### src/rtl/timer_arbiter_pkg.sv
// Shared types, default sizes and the round-robin pick helper for the delay-timer arbiter.
package timer_arbiter_pkg;

  typedef enum logic [1:0] {
    IDLE = 2'd0,
    RUN  = 2'd1,
    DONE = 2'd2
  } ta_state_t;

  localparam int TA_WIDTH = 4;
  localparam int TA_NREQ  = 4;

  // First set bit of req searching upward from ptr+1, wrapping modulo nreq (nreq <= 8).
  function automatic int rr_pick(input int ptr, input logic [7:0] req, input int nreq);
    int  pick;
    bit  found;
    pick  = 0;
    found = 1'b0;
    for (int i = 1; i <= 8; i++) begin
      int idx;
      idx = (ptr + i) % nreq;
      if (!found && (i <= nreq) && req[idx]) begin
        pick  = idx;
        found = 1'b1;
      end
    end
    return pick;
  endfunction

endpackage

### src/rtl/load_down_counter.sv
// Loadable down-counter that saturates at zero; clear wins over load, load wins over decrement.
module load_down_counter #(
  parameter int WIDTH = 4
) (
  input  logic             clk,
  input  logic             reset_n,
  input  logic             load,
  input  logic [WIDTH-1:0] load_val,
  input  logic             dec,
  input  logic             clr,
  output logic [WIDTH-1:0] cnt,
  output logic             is_one
);

  logic [WIDTH-1:0] cnt_reg;

  always_ff @(posedge clk or negedge reset_n) begin
    if (!reset_n) begin
      cnt_reg <= '0;
    end else if (clr) begin
      cnt_reg <= '0;
    end else if (load) begin
      cnt_reg <= load_val;
    end else if (dec && (cnt_reg != '0)) begin
      cnt_reg <= cnt_reg - WIDTH'(1);
    end
  end

  assign cnt    = cnt_reg;
  assign is_one = (cnt_reg == WIDTH'(1));

endmodule

### src/rtl/timer_arbiter.sv
// Round-robin arbiter granting one shared down-counter; pulses done to the winner at terminal count.
module timer_arbiter
  import timer_arbiter_pkg::*;
#(
  parameter int WIDTH = TA_WIDTH,
  parameter int NREQ  = TA_NREQ
) (
  input  logic                  clk,
  input  logic                  reset_n,
  input  logic [NREQ-1:0]       req,
  input  logic [NREQ*WIDTH-1:0] len,
  output logic [NREQ-1:0]       gnt,
  output logic [NREQ-1:0]       done,
  output logic                  busy,
  output logic [WIDTH-1:0]      cnt
);

  localparam int PW = (NREQ > 1) ? $clog2(NREQ) : 1;

  ta_state_t        state_reg, state_next;
  logic [NREQ-1:0]  gnt_reg, gnt_next;
  logic [NREQ-1:0]  done_reg, done_next;
  logic [PW-1:0]    ptr_reg, ptr_next;
  logic [PW-1:0]    win;
  logic [WIDTH-1:0] len_sel;
  logic [WIDTH-1:0] load_val;
  logic             load, dec, clr, is_one;

  assign win      = PW'(rr_pick(int'(ptr_reg), 8'(req), NREQ));
  assign len_sel  = len[win*WIDTH +: WIDTH];
  // A zero length still costs one tick so done is always a distinct cycle.
  assign load_val = (len_sel == '0) ? WIDTH'(1) : len_sel;

  always_ff @(posedge clk or negedge reset_n) begin
    if (!reset_n) begin
      state_reg <= IDLE;
      gnt_reg   <= '0;
      done_reg  <= '0;
      ptr_reg   <= PW'(NREQ - 1);
    end else begin
      state_reg <= state_next;
      gnt_reg   <= gnt_next;
      done_reg  <= done_next;
      ptr_reg   <= ptr_next;
    end
  end

  always_comb begin
    state_next = state_reg;
    gnt_next   = gnt_reg;
    done_next  = '0;
    ptr_next   = ptr_reg;
    load       = 1'b0;
    dec        = 1'b0;
    clr        = 1'b0;
    case (state_reg)
      IDLE: begin
        if (|req) begin
          gnt_next   = NREQ'(1) << win;
          ptr_next   = win;
          load       = 1'b1;
          state_next = RUN;
        end
      end
      RUN: begin
        // Abort outranks terminal count when the winner drops its request.
        if ((req & gnt_reg) == '0) begin
          gnt_next   = '0;
          clr        = 1'b1;
          state_next = IDLE;
        end else begin
          dec = 1'b1;
          if (is_one) begin
            done_next  = gnt_reg;
            state_next = DONE;
          end
        end
      end
      DONE: begin
        gnt_next   = '0;
        state_next = IDLE;
      end
      default: begin
        gnt_next   = '0;
        clr        = 1'b1;
        state_next = IDLE;
      end
    endcase
  end

  load_down_counter #(.WIDTH(WIDTH)) u_counter (
    .clk      (clk),
    .reset_n  (reset_n),
    .load     (load),
    .load_val (load_val),
    .dec      (dec),
    .clr      (clr),
    .cnt      (cnt),
    .is_one   (is_one)
  );

  assign gnt  = gnt_reg;
  assign done = done_reg;
  assign busy = (state_reg != IDLE);

endmodule

### config.mk
export PLATFORM = sky130hd
export DESIGN_NAME = timer_arbiter
export DESIGN_NICKNAME = d
export VERILOG_FILES = /design/src/rtl/timer_arbiter_pkg.sv /design/src/rtl/load_down_counter.sv /design/src/rtl/timer_arbiter.sv
export SDC_FILE = /design/constraint.sdc
export NUM_CORES = 1
export LEC_CHECK = 0
export ABC_CLOCK_PERIOD_IN_PS = 1800
export CORE_MARGIN = 4
export CORE_UTILIZATION = 40
export CTS_CLUSTER_SIZE = 10
export DETAILED_ROUTE_END_ITERATION = 8
export GPL_ROUTABILITY_DRIVEN = 0
export PLACE_DENSITY = 0.75
export SETUP_SLACK_MARGIN = 0.02
export SYNTH_ARGS = -nofsm -noshare
export SYNTH_HDL_FRONTEND = slang
export SYNTH_SLANG_ARGS = --single-unit
### constraint.sdc
create_clock -name clk -period 1.8 [get_ports clk]
set_input_delay 0.36 -clock clk [delete_from_list [all_inputs] [get_ports clk]]
set_output_delay 0.36 -clock clk [all_outputs]
set_load 0.01 [all_outputs]
==> results of run 1 <==
worst max-delay path by stage:
stage | slack (ps) | endpoint | startpoint
2_1_floorplan | -80 | u_counter.cnt[0] | ptr_reg[1]
3_3_place_gp | -460 | u_counter.cnt[0] | req[0]
3_5_place_dp | -530 | u_counter.cnt[0] | req[0]
4_1_cts | -90 | u_counter.cnt[0] | ptr_reg[1]
5_1_grt | -170 | u_counter.cnt[2] | ptr_reg[1]
6_report | -90 | u_counter.cnt[0] | ptr_reg[1]
kinds of logic after synthesis:
group | Yosys count | share of synthesized area
mux | 5 | 0.0630
simple gates | 38 | 0.204
fa+ha+maj | 3 | 0.0371
flops | 16 | 0.398
compound gates | 38 | 0.261
buf+inv | 7 | 0.0371
power groups by stage:
| stage | clock (mW) | sequential (mW) | combinational [mW] |
|---|---|---|---|
| after floorplan | 0 | 0.665 | 0.772 |
| after global placement | 0 | 0.616 | 1.53 |
| after detailed placement | 0 | 0.620 | 1.58 |
| after CTS | 0.206 | 0.619 | 1.66 |
| after global routing | 0.221 | 0.629 | 1.93 |
| final | 0.207 | 0.614 | 1.77 |
per-stage QoR:
step	setup WS, ps	total power, mW	TNS (ps)	hold slack, ps	util
2_1_floorplan	-85.0	1.44	-179	64.4	-
3_3_place_gp	-460	2.14	-5160	510	0.676
3_5_place_dp	-530	2.20	-5940	542	0.676
4_1_cts	-92.9	2.49	-269	388	0.705
5_1_grt	-167	2.78	-574	400	0.724
6_report	-90.8	2.59	-209	369	0.724
synth_stat cells, types with 3 or more instances:
master,n,share of area
dfrtp_1,14,0.35
nand2_1,13,0.048
o21ai_0,9,0.044
a21oi_1,5,0.025
inv_1,5,0.019
and2_1,4,0.025
nor2_1,4,0.015
a22o_1,3,0.026
ha_1,3,0.037
mux2i_1,3,0.030
nor3b_1,3,0.022
critical path, cell delays in order, from the launching register on:
cell and delay (ps):
dfstp_2 580, mux2i_2 270, o21ai_2 110, nor2_4 120, mux4_2 540, o31ai_2 190
layer usage:
| metal | vias up | track usage |
|---|---|---|
| met5 | - | 0 |
| met2 | 39 | 0.356 |
| met3 | 5 | 0.0329 |
| li1 | 523 | - |
| met4 | 0 | 0.0596 |
| met1 | 513 | 0.197 |
area by class of cell:
cell class	instances	area [um^2]
clock buffer	4	26.3
timing repair buffer	63	556
tap	28	35.0
inverter	5	18.8
fill	176	639
sequential	16	404
multi-input combinational	84	639
what timing repair did:
item                       in CTS  in global routing
pin swaps                       5                  3
buffers inserted                2                  1
setup endpoints to repair      14                  6
resized for setup              11                  9
==> metrics.txt, run 1 <==
number of slew-limit violations in the final report=0; switch share=0.396; post-layout net count=around 200; clock net sink count=16; Die H=between 50 and 60 um; Layout area overhead=65.9%; post-synth cell types=45; yosys warns=0; endpoint type of the worst setup path=register; Clock Skew=roughly 12 ps; Power Density=roughly 1500 nW/um^2; Vias/cell=between 5 and 6; # port buffers=34; layout cells sized above 1=0.326; Hold Crit Class=in2async; Critical R2R Launch=ptr_reg[1]; Die ar.=approximately 3400 um^2; sequential power share=0.237; WL final=between 2 and 3 mm; Crit path required time=just over 2000 ps; Rows=17; total grt overflow=0; Reg2Reg Setup Slack=-90 ps; first-pass GRT wire length=4.87 mm; Syn Std Cell Area=slightly above 1000 um^2; Max Cap Violations=0; Max VDD drop=about 0.87 mV; clk root buf=clkbuf_4; number of global-route vias before repair=1124; R2R depth=5; All-Layer GR Usage=0.184; Seq/Total Area, Yosys=0.398; Period minus WS final=1890 ps; Post-Syn Instances=between 100 and 150; Worst Tran Pin Value=approximately 360 ps; r2r endpoint=u_counter.cnt[0]; Top Layer Used=met4; wire length on met1=between 1 and 1.5 mm; CTS tree=built; crit path launch type=register; Syn Nets=around 130; I/O pins=35; CTS buffer count=3; Worst Path Class, Setup=reg2reg; first-pass detailed-route iteration total=4; asr flop ratio synth=1.00; Critical Path AT=about 2100 ps; EDFF count, synth=0; FF+latch count, synth=16; DRC viols=0; DR WL met2=roughly 1.5 mm; largest net degree at the start of global routing=17; RSZ-0062 raised after global routing=true; Clock Path Buffers=2; Synth Flop Type=dfrtp_1; final setup fails=4; via count=1080; Die X=roughly 58 um; initial antenna violation count=0; Routed Antenna Nets=0; Clock power frac=0.080; Max Clk Rate=529 MHz; fin cells=200; starting density of the core=0.437; DP Cell Count=between 150 and 200; DRT iter0 DRCs=27; hold buffers post-CTS=0; Worst-path clk slew=around 100 ps; critical path peak fanout=4; Final Cycle Share=1.05; leakage power=about 0.77 nW; combinational group share of total power=0.683; met3 routed WL=~180 um; H-Tree Depth=1; failing checks=setup timing; Skew-Pair Late Insertion Delay=300 ps; final hold violation count=0; post-route setup slack=-90.8 ps; syn_area_per_cell=between 9 and 10 um^2; HPWL Detailed=approximately 2.4 mm; n_diodes=0; Int Power=~1.6 mW; post-route cell area=between 1500 and 2000 um^2; worst rel slew slack=0.761; switching power total=approximately 1.0 mW; core area=roughly 2300 um^2; post-DR wirelength/cell=14.8 um; status=finished with violations; Post-DP Area=1570 um^2; most frequent cells in the layout=29 x clkdlybuf4s50_1, 29 x buf_4, 13 x dfrtp_1
No activity file was read; power rests on OpenSTA's default activity.
==> inputs of run 2 (changes only) <==
- HOLD_SLACK_MARGIN: unset -> 0.03
==> results of run 2 <==
The final DEF is identical to that of run 1; final timing and power are the same.
==> inputs of run 3 (changes only) <==
- SLEW_MARGIN: unset -> 25
==> results of run 3 <==
The final DEF is identical to that of run 1; final timing and power are the same.
